$ cat src/rtl/tdc_measure_sequencer_pkg.sv
`default_nettype none
// ============================================================================
// Package     : tdc_ctrl_pkg
// Description : Shared widths, FSM state encoding, result record and a
//               6-bit ones-count helper for the TDC measurement sequencer.
// Revision    : 1.0 - initial release
// ============================================================================
package tdc_ctrl_pkg;

  localparam int c_SEQ_W    = 36;
  localparam int c_FINE_W   = 6;
  localparam int c_COARSE_W = 16;
  localparam int c_GROUP_W  = 6;
  localparam int c_GROUPS   = c_SEQ_W / c_GROUP_W;

  typedef enum logic [1:0] {
    S_IDLE    = 2'd0,
    S_ARMED   = 2'd1,
    S_CAPTURE = 2'd2,
    S_RESULT  = 2'd3
  } tdc_state_t;

  typedef struct packed {
    logic                  timeout;
    logic [c_COARSE_W-1:0] coarse;
    logic [c_FINE_W-1:0]   fine;
  } tdc_result_t;

  function automatic logic [2:0] ones6(input logic [c_GROUP_W-1:0] v);
    logic [2:0] n;
    n = '0;
    for (int i = 0; i < c_GROUP_W; i++) begin
      n = n + 3'(v[i]);
    end
    return n;
  endfunction

endpackage
`default_nettype wire

$ cat src/rtl/tdc_measure_sequencer_if.sv
`default_nettype none
// ============================================================================
// Interface   : tdc_measure_sequencer_if
// Description : Control, snapshot and valid/ready result signals of the TDC
//               sequencer. TDC_FINE_OFFSET_EN adds i_Fine_Offset.
// Revision    : 1.0 - initial release
// ============================================================================
interface tdc_measure_sequencer_if #(
  parameter int COARSE_W = tdc_ctrl_pkg::c_COARSE_W
) ();

  logic                              i_Arm;
  logic                              i_Hit;
  logic [tdc_ctrl_pkg::c_SEQ_W-1:0]  i_Sequence;
  logic                              i_Ready;
`ifdef TDC_FINE_OFFSET_EN
  logic [tdc_ctrl_pkg::c_FINE_W-1:0] i_Fine_Offset;
`endif
  logic                              o_Busy;
  logic                              o_Valid;
  logic [COARSE_W-1:0]               o_Coarse;
  logic [tdc_ctrl_pkg::c_FINE_W-1:0] o_Fine;
  logic                              o_Timeout;

`ifdef TDC_FINE_OFFSET_EN
  modport master (
    output i_Arm, i_Hit, i_Sequence, i_Ready, i_Fine_Offset,
    input  o_Busy, o_Valid, o_Coarse, o_Fine, o_Timeout
  );
  modport slave (
    input  i_Arm, i_Hit, i_Sequence, i_Ready, i_Fine_Offset,
    output o_Busy, o_Valid, o_Coarse, o_Fine, o_Timeout
  );
`else
  modport master (
    output i_Arm, i_Hit, i_Sequence, i_Ready,
    input  o_Busy, o_Valid, o_Coarse, o_Fine, o_Timeout
  );
  modport slave (
    input  i_Arm, i_Hit, i_Sequence, i_Ready,
    output o_Busy, o_Valid, o_Coarse, o_Fine, o_Timeout
  );
`endif

endinterface
`default_nettype wire

$ cat src/rtl/tdc_thermo_popcount.sv
`default_nettype none
// ============================================================================
// Module      : tdc_thermo_popcount
// Description : Exact 36->6 ones counter; six 6-bit group counts summed in a
//               tree, one output register loaded when i_En is high.
// Revision    : 1.0 - initial release
// ============================================================================
module tdc_thermo_popcount
  import tdc_ctrl_pkg::*;
(
  input  wire                 i_Clk,
  input  wire                 i_Reset,
  input  wire                 i_En,
  input  wire [c_SEQ_W-1:0]   i_Code,
  output logic [c_FINE_W-1:0] o_Count
);

  logic [2:0]          w_Grp  [c_GROUPS];
  logic [3:0]          w_Pair [c_GROUPS/2];
  logic [c_FINE_W-1:0] w_Total;
  logic [c_FINE_W-1:0] r_Count;

  for (genvar g = 0; g < c_GROUPS; g++) begin : g_grp
    assign w_Grp[g] = ones6(i_Code[g*c_GROUP_W +: c_GROUP_W]);
  end

  for (genvar p = 0; p < c_GROUPS/2; p++) begin : g_pair
    assign w_Pair[p] = {1'b0, w_Grp[2*p]} + {1'b0, w_Grp[2*p+1]};
  end

  assign w_Total = c_FINE_W'(w_Pair[0]) + c_FINE_W'(w_Pair[1]) + c_FINE_W'(w_Pair[2]);

  always_ff @(posedge i_Clk) begin
    if (i_Reset) begin
      r_Count <= '0;
    end else if (i_En) begin
      r_Count <= w_Total;
    end
  end

  assign o_Count = r_Count;

endmodule
`default_nettype wire

$ cat src/rtl/tdc_measure_sequencer.sv
`default_nettype none
// ============================================================================
// Module      : tdc_measure_sequencer
// Description : Arm -> wait for hit -> snapshot delay line; reports coarse
//               cycle index, fine ones count and timeout on a valid/ready port.
//               Optional macro TDC_FINE_OFFSET_EN: saturating fine offset.
// Revision    : 1.0 - initial release
// ============================================================================
module tdc_measure_sequencer
  import tdc_ctrl_pkg::*;
#(
  parameter int COARSE_W    = c_COARSE_W,
  parameter int TIMEOUT_CYC = 65536
) (
  input wire                       i_Clk,
  input wire                       i_Reset,
  tdc_measure_sequencer_if.slave   io_Bus
);

  localparam logic [COARSE_W-1:0] c_LAST = COARSE_W'(TIMEOUT_CYC - 1);

  tdc_state_t          r_State;
  logic [COARSE_W-1:0] r_Count;
  logic                r_Busy;
  logic                r_Valid;
  logic [COARSE_W-1:0] r_Coarse;
  logic [c_FINE_W-1:0] r_Fine;
  logic                r_Timeout;

  logic                w_Capture;
  logic [c_FINE_W-1:0] w_Pop;
  logic [c_FINE_W-1:0] w_Fine;

  // The snapshot is reduced to its ones count in the hit cycle, so only six
  // bits are held across CAPTURE instead of the full 36-bit code.
  assign w_Capture = (r_State == S_ARMED) && io_Bus.i_Hit;

  tdc_thermo_popcount u_popcount (
    .i_Clk   (i_Clk),
    .i_Reset (i_Reset),
    .i_En    (w_Capture),
    .i_Code  (io_Bus.i_Sequence),
    .o_Count (w_Pop)
  );

`ifdef TDC_FINE_OFFSET_EN
  assign w_Fine = (w_Pop > io_Bus.i_Fine_Offset) ? (w_Pop - io_Bus.i_Fine_Offset) : '0;
`else
  assign w_Fine = w_Pop;
`endif

  always_ff @(posedge i_Clk) begin
    if (i_Reset) begin
      r_State   <= S_IDLE;
      r_Count   <= '0;
      r_Busy    <= 1'b0;
      r_Valid   <= 1'b0;
      r_Coarse  <= '0;
      r_Fine    <= '0;
      r_Timeout <= 1'b0;
    end else begin
      case (r_State)
        S_IDLE: begin
          if (io_Bus.i_Arm) begin
            r_State <= S_ARMED;
            r_Busy  <= 1'b1;
            r_Count <= '0;
          end
        end
        S_ARMED: begin
          // A hit on the final count takes priority over the timeout.
          if (io_Bus.i_Hit) begin
            r_Coarse <= r_Count;
            r_State  <= S_CAPTURE;
          end else if (r_Count == c_LAST) begin
            r_Coarse  <= c_LAST;
            r_Fine    <= '0;
            r_Timeout <= 1'b1;
            r_Valid   <= 1'b1;
            r_State   <= S_RESULT;
          end else begin
            r_Count <= r_Count + 1'b1;
          end
        end
        S_CAPTURE: begin
          r_Fine    <= w_Fine;
          r_Timeout <= 1'b0;
          r_Valid   <= 1'b1;
          r_State   <= S_RESULT;
        end
        S_RESULT: begin
          if (io_Bus.i_Ready) begin
            r_Valid <= 1'b0;
            r_Busy  <= 1'b0;
            r_State <= S_IDLE;
          end
        end
        default: begin
          r_State <= S_IDLE;
          r_Busy  <= 1'b0;
          r_Valid <= 1'b0;
        end
      endcase
    end
  end

  assign io_Bus.o_Busy    = r_Busy;
  assign io_Bus.o_Valid   = r_Valid;
  assign io_Bus.o_Coarse  = r_Coarse;
  assign io_Bus.o_Fine    = r_Fine;
  assign io_Bus.o_Timeout = r_Timeout;

endmodule
`default_nettype wire

$ cat src/flat_wrapper.sv
// flat-port wrapper written by rule: the top's interface ports become plain ports
module tdc_measure_sequencer_flat import tdc_ctrl_pkg::*;
#(
  parameter int COARSE_W    = c_COARSE_W,
  parameter int TIMEOUT_CYC = 65536
)
  (i_Clk, i_Reset, io_Bus_i_Arm, io_Bus_i_Hit, io_Bus_i_Sequence, io_Bus_i_Ready, io_Bus_o_Busy, io_Bus_o_Valid, io_Bus_o_Coarse, io_Bus_o_Fine, io_Bus_o_Timeout);
  tdc_measure_sequencer_if #(.COARSE_W(COARSE_W)) io_Bus_i ();
  input wire i_Clk;
  input wire i_Reset;
  input wire logic [$bits(io_Bus_i.i_Arm)-1:0] io_Bus_i_Arm;
  input wire logic [$bits(io_Bus_i.i_Hit)-1:0] io_Bus_i_Hit;
  input wire logic [$bits(io_Bus_i.i_Sequence)-1:0] io_Bus_i_Sequence;
  input wire logic [$bits(io_Bus_i.i_Ready)-1:0] io_Bus_i_Ready;
  output wire logic [$bits(io_Bus_i.o_Busy)-1:0] io_Bus_o_Busy;
  output wire logic [$bits(io_Bus_i.o_Valid)-1:0] io_Bus_o_Valid;
  output wire logic [$bits(io_Bus_i.o_Coarse)-1:0] io_Bus_o_Coarse;
  output wire logic [$bits(io_Bus_i.o_Fine)-1:0] io_Bus_o_Fine;
  output wire logic [$bits(io_Bus_i.o_Timeout)-1:0] io_Bus_o_Timeout;
  assign io_Bus_i.i_Arm = io_Bus_i_Arm;
  assign io_Bus_i.i_Hit = io_Bus_i_Hit;
  assign io_Bus_i.i_Sequence = io_Bus_i_Sequence;
  assign io_Bus_i.i_Ready = io_Bus_i_Ready;
  assign io_Bus_o_Busy = io_Bus_i.o_Busy;
  assign io_Bus_o_Valid = io_Bus_i.o_Valid;
  assign io_Bus_o_Coarse = io_Bus_i.o_Coarse;
  assign io_Bus_o_Fine = io_Bus_i.o_Fine;
  assign io_Bus_o_Timeout = io_Bus_i.o_Timeout;
  tdc_measure_sequencer #(.COARSE_W(COARSE_W), .TIMEOUT_CYC(TIMEOUT_CYC)) u_core (.i_Clk(i_Clk), .i_Reset(i_Reset), .io_Bus(io_Bus_i));
endmodule
$ cat config.mk
export PLATFORM = sky130hd
export DESIGN_NAME = tdc_measure_sequencer_flat
export DESIGN_NICKNAME = d
export VERILOG_FILES = /design/src/rtl/tdc_measure_sequencer_pkg.sv /design/src/rtl/tdc_measure_sequencer_if.sv /design/src/rtl/tdc_thermo_popcount.sv /design/src/rtl/tdc_measure_sequencer.sv /design/src/flat_wrapper.sv
export SDC_FILE = /design/constraint.sdc
export NUM_CORES = 1
export LEC_CHECK = 0
export CORE_ASPECT_RATIO = 0.9
export CORE_MARGIN = 5
export CORE_UTILIZATION = 47
export DETAILED_ROUTE_END_ITERATION = 12
export PLACE_DENSITY_LB_ADDON = 0.05
export SETUP_SLACK_MARGIN = 0.1
export SLEW_MARGIN = 10
export SYNTH_ARGS = -nofsm -noshare
export SYNTH_HDL_FRONTEND = slang
export SYNTH_SLANG_ARGS = --single-unit
$ cat constraint.sdc
create_clock -name i_Clk -period 5.2 [get_ports i_Clk]
set_input_delay 1.04 -clock i_Clk [delete_from_list [all_inputs] [get_ports i_Clk]]
set_output_delay 1.04 -clock i_Clk [all_outputs]
set_load 0.01 [all_outputs]
==> key figures, run 1 <==
Drt
  • Total number of vias: 2576
  • DR WL met3: 363 µm
  • Max layer used: met4
  • DR vias/cell: 4.99
  • Initial DRC count: 116
  • WL/cell: 12.4 µm
  • Antenna-violating nets left: 0
  • Drt pass-1 iters: 4
  • DRC: 0
  • Metal1 wirelength: 3200 µm
  • Routed wl met2: 2770 µm
  • Routed WL: 6420 µm

Critical path
  • CP arrival: 5.43 ns
  • WS Path Type: in -> reg
  • Reg2reg start: u_core.r_Count[0]$_SDFFE_PP0P_
  • CP max FO: 2
  • R2R Path End: u_core.io_Bus.o_Coarse[9]$_SDFFE_PP0P_
  • Crit. End Element: register
  • CP endpoint: u_core.u_popcount.o_Count[4]$_SDFFE_PP0P_
  • R2R depth: 6
  • Reg2Reg Setup Slack: 2.70 ns
  • CP required: 5.42 ns
  • CP Launch Type: input port
  • Crit. Startpoint: io_Bus_i_Sequence[25]

STA
  • Fin. Hold Viols: 0
  • Worst slew pin tran: 1.15 ns
  • RSZ-0062 raised after global routing: yes
  • Final Max Slew Viols: 0
  • Setup total negative slack: -0.0110 ns
  • Hold WS: 0.454 ns
  • Minimum clock period: 5.21 ns
  • Setup Viol. Count Final: 1
  • Clock skew: 0.00604 ns
  • Fmax: 192 MHz
  • Setup WS post-layout: -0.0110 ns
  • Final Cycle Share: 100%
  • Relative slew slack: 22.7%

Floorplanning
  • Die area: 8410 µm²
  • # IOs: 66
  • Starting Density: 47.9%
  • Die Height: 87.5 µm
  • Die X: 96.1 µm
  • Std-Cell Core Area: 6550 µm²
  • Row Count: 28

Place
  • Post-DP Area: 3880 µm²
  • GPL Wtd Cong: 0.866
  • Placed wire-length estimate: 5170 µm
  • Port Buffers: 65
  • DP Worst Slack: -0.657 ns

CTS
  • Worst skew pair latency: 0.30 ns
  • CTS HTree Levels: 2
  • Bufs on Longest Clock Path: 2
  • Clock tree root driver cell: clkbuf_8
  • Cts hold-fix bufs: 0
  • CTS clk-pin slew, worst paths: 0.09 ns
  • Cts bufs inserted: 5
  • CTS tree: done
  • Clock Sinks: 49

Logic synthesis
  • Commonest cells in the netlist: 75 x inv_1, 49 x dfxtp_1, 32 x nand2_1
  • Post-synth ARST share: 0%
  • Area leader, netlist: dfxtp_1
  • Share of the synthesized area in the top cell type: 31.3%
  • Seq cells post-synth: 49
  • Area contributors post-synth: dfxtp_1 31%, fa_1 18%, inv_1 9.0%
  • Unique masters post-synth: 42
  • Yosys warnings: 0
  • Syn_nets: 445
  • Post-synth EDFFs: 0
  • Seq/Total Area, Yosys: 31.3%
  • Cells after Synth: 363
  • Top FF cell, synth: dfxtp_1
  • Most common cell in the netlist: inv_1
  • Synthesized area per cell: 8.64 µm²
  • Mapped cell area: 3140 µm²

Pwr
  • Cell Pwr Density: 529 nW/µm²
  • Leak: 1.73 nW
  • VDD IR max: 0.000386 V

GRT
  • Antenna violations before repair: 0
  • Tot GR Track Use: 16.9%
  • First-pass GRT wire length: 11200 µm
  • Number of global-route vias before repair: 2456
  • Largest net degree at the start of global routing: 23
  • GR Overflow Total: 0

Cells and area
  • Core Util, Final: 60.8%
  • Nets: 507
  • Fillers: 605
  • Share of cells above drive strength 1: 10.8%
  • Fin area: 3980 µm²
  • Area Overhead vs Synth: 27.0%
  • Ant. Diodes: 0

Hold path
  • Hold_sp: u_core.io_Bus.o_Coarse[13]$_SDFFE_PP0P_
  • Type of the most critical hold path: reg -> reg

Run status
  • Violated checks: setup timing
  • Outcome: finished, violations left

Job
  • Max-Cap Viols: 0
per-stage QoR:
| step | total power [mW] | cells |
|---|---|---|
| after floorplan | 1.45 | 363 |
| after global routing | 2.36 | 516 |
| after CTS | 2.15 | 516 |
| final | 2.11 | 516 |
| after global placement | 1.81 | 507 |
| after detailed placement | 1.85 | 507 |
critical path, cell delays in order:
cell and delay (ns):
clkdlybuf4s15_1 0.17, inv_2 0.04, fa_1 0.48, fa_2 0.57, fa_1 0.44, fa_1 0.57
fa_1 0.43, fa_1 0.51, inv_2 0.05, ha_4 0.16, fa_2 0.36, a21o_1 0.17
a21oi_2 0.12, xnor2_1 0.12, nand2_1 0.06, a21oi_1 0.14
what timing repair did:
action | in CTS | in global routing
pin swaps | 26 | 17
gates resized for setup | 41 | 13
endpoints found under the setup margin | 5 | 5
setup buffers | 1 | 0
hold endpoints to repair | 0 | 0
registers in the layout, indices dropped and copies added, names as in the netlist:
signal	cells
u_core.io_Bus.o_Coarse	16
u_core.r_Count	16
u_core.io_Bus.o_Fine	6
u_core.u_popcount.o_Count	6
u_core.r_State	2
u_core.io_Bus.o_Busy	1
u_core.io_Bus.o_Timeout	1
u_core.io_Bus.o_Valid	1
layout make-up:
type	count	area [µm²]	share of cell area [%]
flip-flops and latches	49	981	24.6
inverters	75	282	7.07
well taps	90	113	2.83
clock inverters	2	13.8	0.345
multi-input cells	224	1850	46.4
repair buffers	70	663	16.6
clock buffers	6	82.6	2.07
cells by family after synthesis:
group	synth area share (%)
fa+ha+maj	23.0
compound gates	16.1
flops	31.3
buf+inv	11.0
mux	1.59
simple gates	16.1
xor+xnor	0.837
power by group:
part           total [mW]  switching, mW  leakage (nW)  internal, mW
clock network       0.234          0.126        0.0512         0.108
registers           0.475         0.0389         0.398         0.436
logic                1.40          0.699          1.28         0.700
total                2.11          0.864          1.73          1.24
metal layers:
metal	up-vias	global-route usage, %
met3	9	4.15
met4	0	4.78
li1	1322	-
met5	-	0
met1	1182	24.5
met2	63	25.0
worst min path at each step:
stage                                                           end  cells after the start
after floorplan           u_core.u_popcount.o_Count[3]$_SDFFE_PP0P_                      2
after global placement    u_core.u_popcount.o_Count[3]$_SDFFE_PP0P_                      2
after detailed placement    u_core.io_Bus.o_Coarse[13]$_SDFFE_PP0P_                      2
after CTS                   u_core.io_Bus.o_Coarse[13]$_SDFFE_PP0P_                      2
after global routing        u_core.io_Bus.o_Coarse[13]$_SDFFE_PP0P_                      2
final                       u_core.io_Bus.o_Coarse[13]$_SDFFE_PP0P_                      2
layout by cell type (no fill, tap or decap), drive strengths merged, types with 3 or more instances in the layout:
master / instances
a211oi: 20
a21oi: 11
a22o: 6
a31o: 4
a31oi: 4
and3: 7
buf: 9
clkbuf: 9
clkdlybuf4s15: 7
clkdlybuf4s50: 47
dfxtp: 49
dlygate4sd2: 4
fa: 28
ha: 13
inv: 75
mux2i: 5
nand2: 32
nand3: 9
nand4: 9
nor2: 27
nor2b: 3
nor3: 5
o211ai: 5
o21ai: 8
o31ai: 4
or2: 4
or3: 3
xnor2: 3
Power figures use the tool's default switching activity.
==> run 2, diff against run 1 <==
Settings changed: CORE_ASPECT_RATIO 0.9 to 1.5.
==> run 2 against run 1 <==
The flow now finishes without violations. Critical path depth did not move. Utilization about the same. Routed wire length rose by 7.1%. Flip-flop and latch count did not move. Setup slack better by 0.027 ns. Die area grew 0.38%. Global-route usage down 0.26 points. Combinational power is 4% higher. Count of clock-buffer cells in the layout is 1 lower. Largest cell class unchanged.
==> key figures, run 2 (synthesis gave the netlist of run 1 again) <==
STA
  • RSZ-0062 raised after global routing: yes (unchanged)
  • Worst slew pin tran: 0.799 ns (was 1.15 ns)
  • Setup WS post-layout: 0.0161 ns (was -0.0110 ns)
  • Final Cycle Share: 99.7% (was 100%)
  • Fmax: 193 MHz (was 192 MHz)
  • Clock skew: 0.0114 ns (was 0.00604 ns)
  • Minimum clock period: 5.18 ns (was 5.21 ns)
  • Setup total negative slack: 0 ns (was -0.0110 ns)
  • Fin. Hold Viols: 0 (unchanged)
  • Setup Viol. Count Final: 0 (was 1)
  • Final Max Slew Viols: 0 (unchanged)
  • Relative slew slack: 46.4% (was 22.7%)

Floorplanning
  • Die area: 8440 µm² (was 8410 µm²)
  • # IOs: 66 (unchanged)
  • Std-Cell Core Area: 6490 µm² (was 6550 µm²)
  • Die X: 76.7 µm (was 96.1 µm)
  • Starting Density: 48.4% (was 47.9%)
  • Die Height: 110 µm (was 87.5 µm)
  • Row Count: 36 (was 28)

GRT
  • Antenna violations before repair: 0 (unchanged)
  • Most used routing layer: met2 (unchanged)
  • First-pass GRT wire length: 11500 µm (was 11200 µm)
  • Met2 usage: 33.2% (was 25.0%)
  • Number of global-route vias before repair: 2711 (was 2456)
  • Tot GR Track Use: 16.6% (was 16.9%)
  • GR Overflow Total: 0 (unchanged)
  • Met3 Resource Use GR: 2.44% (was 4.15%)
  • Largest net degree at the start of global routing: 25 (was 23)
  • GRT met1 Usage: 16.5% (was 24.5%)

Drt
  • Total number of vias: 2651 (was 2576)
  • DRC: 0 (unchanged)
  • Routed WL: 6880 µm (was 6420 µm)
  • Initial DRC count: 85 (was 116)
  • Antenna-violating nets left: 0 (unchanged)
  • DR vias/cell: 5.28 (was 4.99)
  • WL/cell: 13.7 µm (was 12.4 µm)
  • Drt pass-1 iters: 4 (unchanged)

Cells and area
  • Most frequent cells in the layout: 67 x inv_1, 49 x dfxtp_1, 47 x clkdlybuf4s50_1, 32 x nand2_1, 27 x nor2_1 (was 66 x inv_1, 49 x dfxtp_1, 47 x clkdlybuf4s50_1, 32 x nand2_1, 27 x nor2_1)
  • Fin area: 3940 µm² (was 3980 µm²)
  • Most common cell after layout, fill and taps aside: inv_1 (unchanged)
  • Multi-input gate area: 1840 µm² (was 1850 µm²)
  • Nets: 507 (unchanged)
  • Ant. Diodes: 0 (unchanged)
  • Core Util, Final: 60.8% (about the same)
  • Area Overhead vs Synth: 25.6% (was 27.0%)
  • Reg area: 981 µm² (unchanged)
  • Share of cells above drive strength 1: 12.4% (was 10.8%)
  • Fillers: 617 (was 605)

Critical path
  • CP Launch Type: input port (unchanged)
  • CP max FO: 2 (unchanged)
  • CP arrival: 5.42 ns (was 5.43 ns)
  • WS Path Type: in -> reg (unchanged)
  • CP required: 5.43 ns (was 5.42 ns)
  • Crit. End Element: register (unchanged)

Place
  • DP Worst Slack: -0.662 ns (was -0.657 ns)
  • Post-DP Area: 3860 µm² (was 3880 µm²)
  • Port Buffers: 65 (unchanged)
  • Placed wire-length estimate: 5650 µm (was 5170 µm)
  • GPL Wtd Cong: 0.855 (was 0.866)

CTS
  • Clock tree root driver cell: clkbuf_8 (unchanged)
  • CTS HTree Levels: 2 (unchanged)
  • Cts bufs inserted: 5 (unchanged)
  • CTS clk-pin slew, worst paths: 0.10 ns (was 0.09 ns)
  • CTS tree: done (unchanged)
  • Worst skew pair latency: 0.30 ns (about the same)
  • Clock Sinks: 49 (unchanged)
  • Cts hold-fix bufs: 0 (unchanged)
  • Bufs on Longest Clock Path: 2 (unchanged)

Pwr
  • Design Power: 2.21 mW (was 2.11 mW)
  • Leak: 1.74 nW (was 1.73 nW)
  • VDD IR max: 0.000598 V (was 0.000386 V)
  • Cell Pwr Density: 560 nW/µm² (was 529 nW/µm²)

Run status
  • Outcome: complete, no violations (was finished, violations left)

Hold path
  • Type of the most critical hold path: reg -> reg (unchanged)

Job
  • Max-Cap Viols: 0 (unchanged)
[run 2: cell count changes in the layout (fill, tap and decap cells not counted), sizes merged]
cell,previous run,this run
clkbuf,9,13
clkdlybuf4s15,7,3
dlygate4sd2,4,0
buf,9,12
bufinv,0,1
clkinv,2,1
inv,75,76
[run 2: final cells by class]
type / count / share of cell area (%)
Multi-Input combinational cell: 224 / 46.7
Sequential cell: 49 / 24.9
Timing Repair Buffer: 70 / 16.0
Inverter: 75 / 7.14
Tap cell: 76 / 2.41
Clock buffer: 5 / 1.75
Clock inverter: 3 / 1.11
[run 2: path summary, 6_finish.rpt]
kind                                                 from                                        end  slack [ns]  cells after the start
setup / recovery                    io_Bus_i_Sequence[17]  u_core.u_popcount.o_Count[4]$_SDFFE_PP0P_        0.02                     16
hold / removal    u_core.io_Bus.o_Coarse[11]$_SDFFE_PP0P_    u_core.io_Bus.o_Coarse[11]$_SDFFE_PP0P_        0.45                      2
setup reg to reg           u_core.r_Count[1]$_SDFFE_PP0P_       u_core.io_Bus.o_Fine[3]$_SDFFE_PP0P_        2.81                      6
hold reg to reg   u_core.io_Bus.o_Coarse[11]$_SDFFE_PP0P_    u_core.io_Bus.o_Coarse[11]$_SDFFE_PP0P_        0.45                      2
[run 2: worst max-delay path: stages]
cell and delay (ns):
buf_6 0.09, fa_1 0.54, inv_2 0.04, fa_2 0.56, fa_1 0.45, fa_1 0.56, fa_1 0.45, fa_1 0.49
inv_1 0.04, ha_2 0.18, fa_2 0.35, a21o_1 0.17, a21oi_2 0.12, xnor2_1 0.12, nand2_1 0.06, a21oi_1 0.14
[run 2: report_power, final]
| part | internal, mW | switching, mW |
|---|---|---|
| logic | 0.740 | 0.716 |
| clock network | 0.144 | 0.132 |
| registers | 0.436 | 0.0392 |
| total | 1.32 | 0.888 |
[run 2: repair_timing]
item,CTS,global route
pin swaps,23,25
gates resized for setup,43,22
setup endpoints to repair,5,5
buffers inserted,1,1
[run 2: per-stage QoR]
stage / cells / hold slack (ns)
6_report: 502 / 0.454
4_1_cts: 502 / 0.457
3_5_place_dp: 493 / 0.439
2_1_floorplan: 363 / 0.432
3_3_place_gp: 493 / 0.439
5_1_grt: 502 / 0.466
[run 2: layer usage]
layer	wire [µm]	share of wire, %
met3	389	5.7
met5	0	0
met4	238	3.5
met1	2470	36
met2	3780	55
==> run 3, diff against run 2 <==
Settings changed: CORE_MARGIN 5 to default.
==> run 3 against run 2 <==
Global-route usage up 3.5 points. Clock power is 14% lower. Combinational power fell by 8%. Total power is 6.7% lower. Worst hold slack worse by 0.0013 ns. Register-to-register slack worse by 0.15 ns. Critical path type unchanged. Cell area is 0.89% lower. Clock skew shrank 0.0041 ns. Sequential share of layout area rose by 0.22 points.
==> key figures, run 3 (synthesis gave the netlist of run 1 again) <==
STA
  • Setup Viol. Count Final: 0 (unchanged)
  • Hold WS: 0.453 ns (was 0.454 ns)
  • Relative slew slack: 23.0% (was 46.4%)
  • Fin. Hold Viols: 0 (unchanged)
  • Fmax: 196 MHz (was 193 MHz)
  • Final Cycle Share: 98.3% (was 99.7%)
  • Final Max Slew Viols: 0 (unchanged)
  • Clock skew: 0.00725 ns (was 0.0114 ns)
  • Minimum clock period: 5.11 ns (was 5.18 ns)
  • RSZ-0062 raised after global routing: yes (unchanged)
  • Setup WS post-layout: 0.0858 ns (was 0.0161 ns)
  • Setup total negative slack: 0 ns (unchanged)
  • Worst slew pin tran: 1.15 ns (was 0.799 ns)

Pwr
  • Clk network pwr share: 11.5% (was 12.5%)
  • P_int: 1.22 mW (was 1.32 mW)
  • Flop pwr share: 23.1% (was 21.5%)
  • Cell Pwr Density: 527 nW/µm² (was 560 nW/µm²)
  • Switching power: 0.841 mW (was 0.888 mW)
  • Switching share of power: 40.8% (was 40.2%)
  • Combinational power share: 65.4% (was 65.9%)
  • Design Power: 2.06 mW (was 2.21 mW)
  • Leak: 1.72 nW (was 1.74 nW)
  • VDD IR max: 0.000664 V (was 0.000598 V)

Place
  • DP Worst Slack: -0.599 ns (was -0.662 ns)
  • GPL Wtd Cong: 0.830 (was 0.855)
  • Placed wire-length estimate: 5110 µm (was 5650 µm)
  • Port Buffers: 65 (unchanged)
  • Post-DP Area: 3860 µm² (unchanged)

Drt
  • DRC: 0 (unchanged)
  • Initial DRC count: 158 (was 85)
  • Routed WL: 6410 µm (was 6880 µm)
  • Total number of vias: 2604 (was 2651)
  • DR vias/cell: 5.20 (was 5.28)
  • Drt pass-1 iters: 4 (unchanged)
  • WL/cell: 12.8 µm (was 13.7 µm)
  • Antenna-violating nets left: 0 (unchanged)

Critical path
  • Most frequent CP cell: fa_1 (unchanged)
  • Reg2Reg Setup Slack: 2.66 ns (was 2.81 ns)
  • Crit. End Element: register (unchanged)
  • CP cell instances: buf_6 -> fa_1 -> inv_2 -> fa_2 -> fa_1 -> fa_1 -> fa_1 -> fa_1 -> inv_2 -> ha_4 -> fa_2 -> a21o_1 -> a21oi_2 -> xnor2_1 -> nand2_1 -> a21oi_2 (was buf_6 -> fa_1 -> inv_2 -> fa_2 -> fa_1 -> fa_1 -> fa_1 -> fa_1 -> inv_1 -> ha_2 -> fa_2 -> a21o_1 -> a21oi_2 -> xnor2_1 -> nand2_1 -> a21oi_1)
  • CP arrival: 5.35 ns (was 5.42 ns)
  • CP required: 5.44 ns (was 5.43 ns)
  • CP max FO: 2 (unchanged)
  • Worst path bufs/invs: 3 (unchanged)
  • WS Path Type: in -> reg (unchanged)
  • Worst-path cell with the longest stage delay: fa_2 (unchanged)
  • Critical path's top delay family: adder cells (unchanged)
  • CP Launch Type: input port (unchanged)
  • Slowest stage delay, CP: 0.56 ns (about the same)

CTS
  • Cts hold-fix bufs: 0 (unchanged)
  • Setup repair bufs after CTS: 0 (was 1)
  • Clock Sinks: 49 (unchanged)
  • CTS tree: done (unchanged)
  • Bufs on Longest Clock Path: 2 (unchanged)
  • Clock tree root driver cell: clkbuf_8 (unchanged)
  • CTS HTree Levels: 2 (unchanged)
  • Worst skew pair latency: 0.30 ns (about the same)
  • CTS clk-pin slew, worst paths: 0.09 ns (was 0.10 ns)
  • Cts bufs inserted: 5 (unchanged)

Cells and area
  • Reg area: 981 µm² (unchanged)
  • Ant. Diodes: 0 (unchanged)
  • Most frequent cells in the layout: 64 x inv_1, 49 x dfxtp_1, 47 x clkdlybuf4s50_1, 32 x nand2_1, 27 x nor2_1 (was 67 x inv_1, 49 x dfxtp_1, 47 x clkdlybuf4s50_1, 32 x nand2_1, 27 x nor2_1)
  • Fin area: 3910 µm² (was 3940 µm²)
  • Share of cells above drive strength 1: 12.7% (was 12.4%)
  • Multi-input gate area: 1840 µm² (about the same)
  • Nets: 506 (was 507)
  • Area Overhead vs Synth: 24.5% (was 25.6%)
  • Most common cell after layout, fill and taps aside: inv_1 (unchanged)
  • Fillers: 608 (was 617)

Hold path
  • Type of the most critical hold path: reg -> reg (unchanged)

Floorplanning
  • Die area: 7010 µm² (was 8440 µm²)
  • Std-Cell Core Area: 6490 µm² (unchanged)
  • Die X: 68.7 µm (was 76.7 µm)
  • Starting Density: 48.4% (unchanged)
  • Row Count: 36 (unchanged)
  • # IOs: 66 (unchanged)
  • Die Height: 102 µm (was 110 µm)

GRT
  • First-pass GRT wire length: 10800 µm (was 11500 µm)
  • Met2 usage: 36.5% (was 33.2%)
  • Number of global-route vias before repair: 2467 (was 2711)
  • GR Overflow Total: 0 (unchanged)
  • Tot GR Track Use: 20.2% (was 16.6%)
  • GRT met1 Usage: 23.1% (was 16.5%)
  • Most used routing layer: met2 (unchanged)
  • Met3 Resource Use GR: 3.01% (was 2.44%)
  • Antenna violations before repair: 0 (unchanged)
  • Largest net degree at the start of global routing: 38 (was 25)

Job
  • Max-Cap Viols: 0 (unchanged)

Run status
  • Outcome: complete, no violations (unchanged)
[run 3: cell count changes in the layout (fill, tap and decap cells not counted), sizes merged]
cell	previous run	this run
clkdlybuf4s15	3	2
inv	76	75
bufinv	1	0
clkinv	1	2
clkbuf	13	14
[run 3: worst min-delay path: stages (launching register included)]
cell and delay, ns:
dfxtp_1 0.32, inv_1 0.05, a211oi_1 0.05
[run 3: repair_timing]
| action | 4_1_cts | 5_1_grt |
|---|---|---|
| gates resized for setup | 44 | 23 |
| pin swaps | 22 | 26 |
| setup endpoints to repair | 5 | 5 |
[run 3: through the flow]
stage	cells	utilization [%]
5_1_grt	501	60.2
3_5_place_dp	493	59.6
6_report	501	60.2
2_1_floorplan	363	-
4_1_cts	501	60.7
3_3_place_gp	493	59.6
[run 3: final timing paths]
path                                                from  depth (start not counted)                                         to
hold / removal    u_core.io_Bus.o_Coarse[8]$_SDFFE_PP0P_                          2     u_core.io_Bus.o_Coarse[8]$_SDFFE_PP0P_
hold reg to reg   u_core.io_Bus.o_Coarse[8]$_SDFFE_PP0P_                          2     u_core.io_Bus.o_Coarse[8]$_SDFFE_PP0P_
setup / recovery                   io_Bus_i_Sequence[19]                         16  u_core.u_popcount.o_Count[4]$_SDFFE_PP0P_
setup reg to reg          u_core.r_Count[0]$_SDFFE_PP0P_                          6    u_core.io_Bus.o_Coarse[14]$_SDFFE_PP0P_
[run 3: area by class of cell]
cell class,instances,share of cell area [%]
repair buffers,69,15.7
flip-flops and latches,49,25.1
clock inverters,2,0.352
well taps,76,2.43
multi-input cells,224,47.1
clock buffers,6,2.11
inverters,75,7.20
[run 3: metal layers]
metal	vias to the layer above	share of wire (%)	routed length (µm)
li1	1313	-	-
met2	57	55	3520
met1	1226	40	2570
met4	0	2.0	131
met5	-	0	0
met3	8	2.9	187
[run 3: power groups by stage]
stage	sequential (mW)	combinational, mW	clock (mW)
floorplan	0.494	0.953	0
global placement	0.483	1.32	0
detailed placement	0.484	1.35	0
CTS	0.476	1.36	0.244
global route	0.485	1.54	0.255
finish	0.476	1.35	0.237
